<file path="config.mk">
export PLATFORM = sky130hd
export DESIGN_NAME = instr_fetch
export DESIGN_NICKNAME = d
export VERILOG_FILES = /design/src/rtl/instr_fetch.sv
export SDC_FILE = /design/constraint.sdc
export NUM_CORES = 1
export LEC_CHECK = 0
export CORE_UTILIZATION = 45
export CTS_CLUSTER_SIZE = 20
export DETAILED_ROUTE_END_ITERATION = 10
export PLACE_DENSITY = 0.8
export SYNTH_ARGS = -nofsm -noshare
export SYNTH_HDL_FRONTEND = slang
export SYNTH_SLANG_ARGS = --single-unit
</file>
<file path="constraint.sdc">
create_clock -name clk -period 3.3 [get_ports clk]
set_input_delay 0.33 -clock clk [delete_from_list [all_inputs] [get_ports clk]]
set_output_delay 0.33 -clock clk [all_outputs]
set_load 0.005 [all_outputs]
</file>
<file path="src/rtl/instr_fetch.sv">
// -----------------------------------------------------------------------------
// instr_fetch
//
// Instruction-fetch stage feeding the decode stage. Owns the fetch PC, issues
// single-outstanding requests to instruction memory over a req/ack handshake,
// buffers returned words in a 2-entry {pc, instr} FIFO and presents at most one
// {instr, pc} pair per cycle to decode. Honours decode's stall, and its flush
// with redirect for taken branches/jumps.
//
// Optional feature macro: IF_ALIGN_CHECK_EN
//   When defined, a flush to a non-word-aligned target pulses o_fetch_fault
//   for one cycle and halts fetching until rst. When undefined, the port is
//   absent and the low two bits of the redirect target are ignored.
//
// Parameters:
//   RESET_PC      fetch address after reset
//   NOP_INSTR     value driven on o_instr when no valid instruction is shown
//
// Ports:
//   clk            clock, all state on the rising edge
//   rst            synchronous active-high reset
//   i_stall        decode stall: hold the output register
//   i_flush        decode flush (taken branch/jump), priority over stall
//   i_branch_pc    redirect target, valid with i_flush
//   o_imem_req     memory request valid
//   o_imem_addr    memory request address (word aligned)
//   i_imem_ack     request complete, i_imem_data valid this cycle
//   i_imem_data    fetched instruction word
//   o_instr        instruction to decode
//   o_pc           PC of o_instr
//   o_ce           o_instr/o_pc valid
//   o_fetch_fault  misaligned redirect pulse (IF_ALIGN_CHECK_EN only)
// -----------------------------------------------------------------------------
module instr_fetch #(
  parameter logic [31:0] RESET_PC  = 32'h0000_0000,
  parameter logic [31:0] NOP_INSTR = 32'h0000_0013
) (
  input  logic        clk,
  input  logic        rst,
  input  logic        i_stall,
  input  logic        i_flush,
  input  logic [31:0] i_branch_pc,
  output logic        o_imem_req,
  output logic [31:0] o_imem_addr,
  input  logic        i_imem_ack,
  input  logic [31:0] i_imem_data,
  output logic [31:0] o_instr,
  output logic [31:0] o_pc,
  output logic        o_ce
`ifdef IF_ALIGN_CHECK_EN
  ,
  output logic        o_fetch_fault
`endif
);

  // REQ : request at pc_fetch outstanding
  // HOLD: FIFO full, no request
  // DROP: stale request outstanding, its data is thrown away
  // HALT: fetching stopped after a misaligned redirect
  localparam logic [1:0] ST_REQ  = 2'd0;
  localparam logic [1:0] ST_HOLD = 2'd1;
  localparam logic [1:0] ST_DROP = 2'd2;
`ifdef IF_ALIGN_CHECK_EN
  localparam logic [1:0] ST_HALT = 2'd3;
`endif

  logic [1:0]  state_q, state_d;
  logic [31:0] pc_fetch_q, pc_fetch_d;
  logic [31:0] drop_addr_q, drop_addr_d;

  logic [63:0] fifo_q [0:1];
  logic        wr_ptr_q, wr_ptr_d;
  logic        rd_ptr_q, rd_ptr_d;
  logic [1:0]  count_q, count_d;
  logic [63:0] head;

  logic [31:0] instr_q, instr_d;
  logic [31:0] pc_q, pc_d;
  logic        ce_q, ce_d;

  logic        push;
  logic        pop;
  logic [31:0] flush_target;

`ifdef IF_ALIGN_CHECK_EN
  logic        misaligned;
  logic        fault_q, fault_d;
  logic        halt_pend_q, halt_pend_d;
  assign misaligned = |i_branch_pc[1:0];
`endif

  // The redirect target is always forced onto a word boundary.
  assign flush_target = i_branch_pc & 32'hFFFF_FFFC;

  // Data is only kept when it answers a live (non-stale) request and no
  // flush is discarding it in the same cycle.
  assign push = (state_q == ST_REQ) && i_imem_ack && !i_flush;
  assign pop  = !i_stall && !i_flush && (count_q != 2'd0);
  assign head = fifo_q[rd_ptr_q];

  // ---------------------------------------------------------------------------
  // FIFO bookkeeping
  // ---------------------------------------------------------------------------
  // NOTE: every signal assigned in an always_comb gets a default at the top so
  // no path leaves it unassigned and no latch is inferred.
  always_comb begin
    count_d  = count_q;
    wr_ptr_d = wr_ptr_q;
    rd_ptr_d = rd_ptr_q;
    if (i_flush) begin
      count_d  = 2'd0;
      wr_ptr_d = 1'b0;
      rd_ptr_d = 1'b0;
    end else begin
      wr_ptr_d = wr_ptr_q ^ push;
      rd_ptr_d = rd_ptr_q ^ pop;
      count_d  = count_q + {1'b0, push} - {1'b0, pop};
    end
  end

  // ---------------------------------------------------------------------------
  // Output register
  // ---------------------------------------------------------------------------
  always_comb begin
    instr_d = instr_q;
    pc_d    = pc_q;
    ce_d    = ce_q;
    if (i_flush) begin
      ce_d    = 1'b0;
      instr_d = NOP_INSTR;
    end else if (!i_stall) begin
      if (count_q != 2'd0) begin
        instr_d = head[31:0];
        pc_d    = head[63:32];
        ce_d    = 1'b1;
      end else begin
        ce_d    = 1'b0;
        instr_d = NOP_INSTR;
      end
    end
  end

  // ---------------------------------------------------------------------------
  // Fetch FSM and fetch PC
  // ---------------------------------------------------------------------------
  always_comb begin
    state_d     = state_q;
    pc_fetch_d  = pc_fetch_q;
    drop_addr_d = drop_addr_q;
`ifdef IF_ALIGN_CHECK_EN
    fault_d     = 1'b0;
    halt_pend_d = halt_pend_q;
`endif
    if (i_flush) begin
      pc_fetch_d = flush_target;
      case (state_q)
        // A request cannot be cancelled: if it is still pending, keep driving
        // its address until the ack arrives and then discard the data.
        ST_REQ: begin
          if (i_imem_ack) begin
            state_d = ST_REQ;
          end else begin
            state_d     = ST_DROP;
            drop_addr_d = pc_fetch_q;
          end
        end
        ST_DROP: state_d = i_imem_ack ? ST_REQ : ST_DROP;
        ST_HOLD: state_d = ST_REQ;
        default: state_d = state_q;
      endcase
`ifdef IF_ALIGN_CHECK_EN
      if (misaligned) begin
        fault_d     = 1'b1;
        halt_pend_d = 1'b1;
      end
`endif
    end else begin
      case (state_q)
        ST_REQ: begin
          if (i_imem_ack) begin
            pc_fetch_d = pc_fetch_q + 32'd4;
            // Only launch the next request if a slot will be free for it.
            if (count_d == 2'd2) state_d = ST_HOLD;
          end
        end
        ST_HOLD: if (count_d != 2'd2) state_d = ST_REQ;
        ST_DROP: if (i_imem_ack) state_d = ST_REQ;
        default: state_d = state_q;
      endcase
    end
`ifdef IF_ALIGN_CHECK_EN
    // A pending halt waits for any stale request to complete first.
    if (halt_pend_d && (state_d != ST_DROP)) state_d = ST_HALT;
`endif
  end

  // ---------------------------------------------------------------------------
  // State registers
  // ---------------------------------------------------------------------------
  // NOTE: sequential state uses non-blocking assignments so every register
  // samples the pre-edge values of the others.
  always_ff @(posedge clk) begin
    if (rst) begin
      state_q     <= ST_REQ;
      pc_fetch_q  <= RESET_PC;
      drop_addr_q <= RESET_PC;
      count_q     <= 2'd0;
      wr_ptr_q    <= 1'b0;
      rd_ptr_q    <= 1'b0;
      instr_q     <= NOP_INSTR;
      pc_q        <= RESET_PC;
      ce_q        <= 1'b0;
`ifdef IF_ALIGN_CHECK_EN
      fault_q     <= 1'b0;
      halt_pend_q <= 1'b0;
`endif
    end else begin
      state_q     <= state_d;
      pc_fetch_q  <= pc_fetch_d;
      drop_addr_q <= drop_addr_d;
      count_q     <= count_d;
      wr_ptr_q    <= wr_ptr_d;
      rd_ptr_q    <= rd_ptr_d;
      instr_q     <= instr_d;
      pc_q        <= pc_d;
      ce_q        <= ce_d;
`ifdef IF_ALIGN_CHECK_EN
      fault_q     <= fault_d;
      halt_pend_q <= halt_pend_d;
`endif
    end
  end

  // NOTE: the FIFO storage is deliberately not reset; the count and pointers
  // decide validity, so the data array can map onto plain flops or RAM.
  always_ff @(posedge clk) begin
    if (push) fifo_q[wr_ptr_q] <= {pc_fetch_q, i_imem_data};
  end

  // ---------------------------------------------------------------------------
  // Outputs
  // ---------------------------------------------------------------------------
  // The request is a function of state only; rst masks it so nothing is
  // requested while reset holds the FSM in REQ.
  assign o_imem_req  = !rst && ((state_q == ST_REQ) || (state_q == ST_DROP));
  assign o_imem_addr = (state_q == ST_DROP) ? drop_addr_q : pc_fetch_q;
  assign o_instr     = instr_q;
  assign o_pc        = pc_q;
  assign o_ce        = ce_q;
`ifdef IF_ALIGN_CHECK_EN
  assign o_fetch_fault = fault_q;
`endif

endmodule

</file>
== After elaboration in Yosys (flattened, before gate mapping) ==
Memory sizes are Yosys's and may differ from the RTL's. A register that Yosys moved wholly into a read port is not among the register bits.
Index checks and enable logic that the tools add are counted.
Word-level totals
  word-level logic and storage cells: 67
  output and inout bits: 98
  register bits: 135
  bits of input ports: 69
  memories kept: 1
  RAM bits: 128
  bits in read-only memories: 0
  bits in latches: 0
Operators by class
  bitwise gates (word level): 5
  add/subtract/negate cells: 3
  shift-type cells: 0
  order comparisons: 0
  reductions and logical operators: 21
  divide/modulo/power cells: 0
  multiplexer cells: 18
  equal/unequal tests: 9
  multipliers: 0
Memories
  fifo_q: words 2, width 64, read ports 1, clocked after memory_dff 1, write ports 1, RTL line 71  | logic [63:0] fifo_q [0:1];
Operators with widths (number)
  32-bit 2-to-1 mux: 5
  32-bit by 3-bit adder with 32-bit output (second input constant): 1
  2-bit 2-to-1 mux: 7
  3-bit != test (second input constant): 3
  3-bit by 2-bit != test with 1-bit output (second input constant): 2
  2-bit case mux with 3 select lines: 1
  3-bit AND reduction: 2
  6-bit AND reduction: 1
  2-bit nonzero test: 3
  1-bit logical AND: 5
  2-bit equality test (second input constant): 2
  1-bit 2-to-1 mux: 4
  2-bit case mux with 2 select lines: 1
  2-bit AND reduction: 2
  4-bit nonzero test: 1
  2-bit OR reduction: 2
  1-bit logical NOT: 3
  1-bit inverter: 3
  2-bit by 1-bit adder with 2-bit output: 1
  2-bit by 1-bit equality test with 1-bit output (second input constant): 1
  2-bit logical NOT: 1
  2-bit != test (second input constant): 1
  2-bit by 1-bit subtractor with 2-bit output: 1
  1-bit XOR: 2
  1-bit logical OR: 1

== Depth between registers and ports, before layout ==
  word-level depth: 11
  gate-level depth with buffers: 12

== Least setup slack after synthesis ==
OpenSTA, ideal clock, no wires.
  kind: flip-flop to flip-flop
  from: reg state_q[0]
  to: mem fifo_q[1][0] (enable)
  period minus slack after synthesis: 2.996 ns
  arrival time: 2.569 ns
  required time: 2.873 ns
  path buffers: 1
  stages on the path, launching flop included: 7
  path slack: 0.304 ns
  path through: dfxtp_1 -> inv_1 -> ha_1 -> clkbuf_1 -> nand3_1 -> inv_1 -> ha_1
Between the ends
  word-level cells in the longest chain between the ends: 5
Ends and longest elaborated chain
  start: declaration: RTL line 67  | logic [1:0] state_q, state_d;
  start signal: assignment: RTL line 218  | state_q <= state_d;
  2-bit logical NOT: RTL line 97  | assign push = (state_q == ST_REQ) && i_imem_ack && !i_flush;
  1-bit logical AND (2 in series): RTL line 97
  1-bit 2-to-1 mux: RTL line 237  | if (push) fifo_q[wr_ptr_q] <= {pc_fetch_q, i_imem_data};
  1-bit 2-to-1 mux (implied by the code): RTL line 237
  end: declaration: RTL line 71
No other way between the ends.

== Final worst setup path ==
  from: reg state_q[0]
  to: reg state_q[0]
Between the ends
  word-level cells in the longest chain between the ends: 9
  elaborated cells on any way between the ends: 21
  classes of those cells: add/sub: 2; eq/ne: 9; mux: 4; reduce/logical: 6
Ends and longest elaborated chain
  2-bit logical NOT: RTL line 97, 156, 178
  1-bit logical AND (2 in series): RTL line 97
  2-bit by 1-bit adder with 2-bit output: RTL line 117  | count_d = count_q + {1'b0, push} - {1'b0, pop};
  2-bit by 1-bit subtractor with 2-bit output: RTL line 117
  2-bit 2-to-1 mux: RTL line 110  | if (i_flush) begin
  2-bit != test / 2-bit equality test (equally long branches): RTL line 186, 183
  3-bit != test (no line) / 3-bit by 2-bit != test with 1-bit output (equally long branches)
  6-bit AND reduction (no line)
Several ways; a longest one is shown, not always the timed one.
A chain may end at the register's enable or synchronous reset.

==> flow_metrics.py <==
metrics = {
    "setup_path": {
        "rr_endpoint": "state_q[0]",
        "cpMaxStageDelayCell": "ha_1",
        "critPathLaunchType": "flip-flop",
        "r2r_start": "state_q[0]",
        "path_common_cell": "ha_1",
        "rrSetupSlack_ps": 580,
        "endpoint": "state_q[0]",
        "crit_type": "reg -> reg",
        "startpoint": "state_q[0]",
        "cp_cell_sequence": "inv_1 -> ha_1 -> nand3_1 -> ha_1 -> inv_1 -> ha_1 -> xnor3_1 -> or3b_1 -> o211ai_1 -> a21oi_1 -> o31ai_1",
        "r2r_cells": 11,
        "crit_fanout": 13,
        "end_kind": "flip-flop",
        "slowest_delay_ps": 440,
        "arrival_ps": 3140,
        "crit_required_ps": 3720,
    },
    "flow_run": {
        "maxCapViolations": 0,
    },
    "clock_tree": {
        "cts_buffers": 26,
        "cts_tree": "yes",
        "cts_setup_buffers": 0,
        "clk_pin_slew_worst_paths_ps": 60,
        "clkLatencyLatePin_ps": 520,
        "cts_root_buffer": "clkbuf_16",
        "ctsResizeCount": 0,
        "clock-sinks": 253,
        "hold_buffers": 0,
        "h-tree-depth": 1,
        "cts_buffer_depth": 3,
    },
    "run_status": {
        "status": "finished, final reports clean",
    },
    "finish": {
        "drive_gt1_share_pct": 9.95,
        "final_cell_mix": "clkdlybuf4s50_1, dfxtp_1, nor2_1",
        "nFillCells": 1777,
        "area_delta_synth_final_pct": 26.5,
        "final_common_cell": "clkdlybuf4s50_1",
        "diodes": 0,
        "multiInputGateArea_um2": 3380,
        "ff_latch_area_um2": 6310,
        "nets": 1082,
    },
    "grt": {
        "grt_max_degree": 61,
        "grt_pass1_vias": 6825,
        "antenna_found_initial": 0,
        "grt-ovfl-total": 0,
        "track_usage_pct": 19.8,
        "grt_pass1_wl_um": 35200,
    },
    "floorplanning": {
        "row_count": 54,
        "die_h_um": 151,
        "fp.dieW_um": 151,
        "coreArea_um2": 21800,
        "io_pins": 167,
        "start_util_pct": 45.8,
        "die_area_um2": 22800,
    },
    "sta": {
        "clock.fmax_ghz": 0.368,
        "finalCriticalPeriod_ps": 2720,
        "layout_setup_ws_ps": 581,
        "slew_headroom_pct": 45.7,
        "fin_crit_sh_pct": 82.4,
        "rsz0062_at_grt": "false",
        "slew_viol_final": 0,
        "fin_worst_skew_ps": 11.8,
        "hold_ws_ps": 387,
        "worstMarginPinSlew_ps": 815,
        "hold_violations": 0,
        "setup_viol": 0,
        "fin_tns_setup_ps": 0,
    },
    "drt": {
        "dr.pass1.iters": 4,
        "antenna_left": 0,
        "drc": 0,
        "vias": 6922,
        "drt_iter0_drc": 364,
        "post_drt_wl_per_cell_um": 17.2,
        "vias_per_cell": 5.30,
        "wl_um": 22400,
    },
    "worst_hold_path": {
        "hold_path_class": "in -> reg",
    },
    "synthesis": {
        "syn_area_per_cell_um2": 11.7,
        "ys_seq_area_share_pct": 63.1,
        "ys_warn_count": 0,
        "ys_seq_elements": 253,
        "synth.distinct_cells": 50,
        "yosysTopAreaCellShare_pct": 37.2,
        "synthArstFlopShare_pct": 0,
        "synthCells": 856,
        "synth_edf_count": 124,
        "synth_area_leaders": "edfxtp_1, dfxtp_1, mux2i_1, nor2_1, a21oi_1",
        "syn_area_um2": 10000,
        "yosysTopAreaCell": "edfxtp_1",
        "synthFlopType": "dfxtp_1",
    },
    "place": {
        "place_congestion": 0.779,
        "dp_worst_setup_slack_ps": 420,
        "dp.final_hpwl_um": 14400,
        "port_buffers": 160,
    },
    "pwr": {
        "power.leakage_uw": 0.00423,
        "vdd_drop_max_mv": 0.276,
        "powerDensity_nw_per_um2": 538,
    },
}
-- synth_stat cells, drive strengths merged, types with 10 or more instances --
cell type / count
a211oi: 47
a21oi: 71
buf: 15
clkbuf: 44
dfxtp: 129
edfxtp: 124
inv: 10
mux2: 30
mux2i: 64
nand2: 84
nand3: 13
nand4: 16
nor2: 127
xnor2: 12
xor2: 17
-- through the flow --
stage	power (µW)	util [%]	instances	instance area, µm²
2_1_floorplan	3780	-	859	10000
3_3_place_gp	4010	54.1	1257	11800
3_5_place_dp	4030	54.1	1257	11800
4_1_cts	6860	58.0	1305	12600
5_1_grt	7040	58.0	1305	12600
6_report	6810	58.0	1305	12600
-- routing by layer --
layer | track usage [%] | wire length (µm) | vias to the layer above | part of all wire [%]
met5 | 0 | 0 | - | 0
met4 | 5.30 | 512 | 0 | 2.3
met3 | 3.52 | 1560 | 40 | 6.9
met2 | 35.3 | 11100 | 246 | 49
met1 | 24.5 | 9310 | 3297 | 41
li1 | - | - | 3339 | -
-- registers in the layout, indices dropped and copies added (netlist names) --
signal	flops
state_q	2
pc_fetch_q	30
o_ce	1
wr_ptr_q	1
count_q	2
rd_ptr_q	1
drop_addr_q	30
o_pc	30
fifo_q	124
o_instr	32
-- power by group --
| part | switching [µW] | internal (µW) | total, µW | leakage [µW] |
|---|---|---|---|---|
| sequential | 81.4 | 3400 | 3480 | 0.00220 |
| combinational | 237 | 245 | 483 | 0.00161 |
| clock | 1180 | 1670 | 2850 | 0.000417 |
-- area by class of cell --
type	count	area share, %
timing repair buffer	178	13.7
tap	280	2.77
sequential	253	49.9
clock inverter	16	1.05
multi-input combinational	536	26.7
clock buffer	32	5.57
inverter	10	0.297
-- worst max-delay path, delay by kind of cell (launching register included) --
kind | cells | cell delay (ps)
flip-flops | 1 | 340
XOR/XNOR | 1 | 260
AND/OR/NAND/NOR | 2 | 550
buffers and inverters | 2 | 160
adder cells (fa/ha/maj) | 3 | 880
AO/OA/AOI/OAI | 3 | 440
-- kinds of logic after synthesis --
kind of cell	count (synthesis)	synth area share, %
simple gates	266	11.8
flops	253	63.1
compound gates	134	8.08
mux	94	9.79
buf+inv	70	3.49
xor+xnor	30	2.77
fa+ha+maj	8	1.00
other cells	1	0.0375
-- worst min path at each step --
stage | end | depth (start not counted) | start
6_report | pc_fetch_q[14] | 3 | i_branch_pc[14]
5_1_grt | fifo_q[0][18] | 1 | i_imem_data[18]
4_1_cts | pc_fetch_q[5] | 3 | i_branch_pc[5]
3_5_place_dp | drop_addr_q[10] | 2 | drop_addr_q[10]
3_3_place_gp | drop_addr_q[31] | 2 | drop_addr_q[31]
2_1_floorplan | fifo_q[0][40] | 0 | pc_fetch_q[8]
Note: power is estimated with default switching activity, not from simulation.
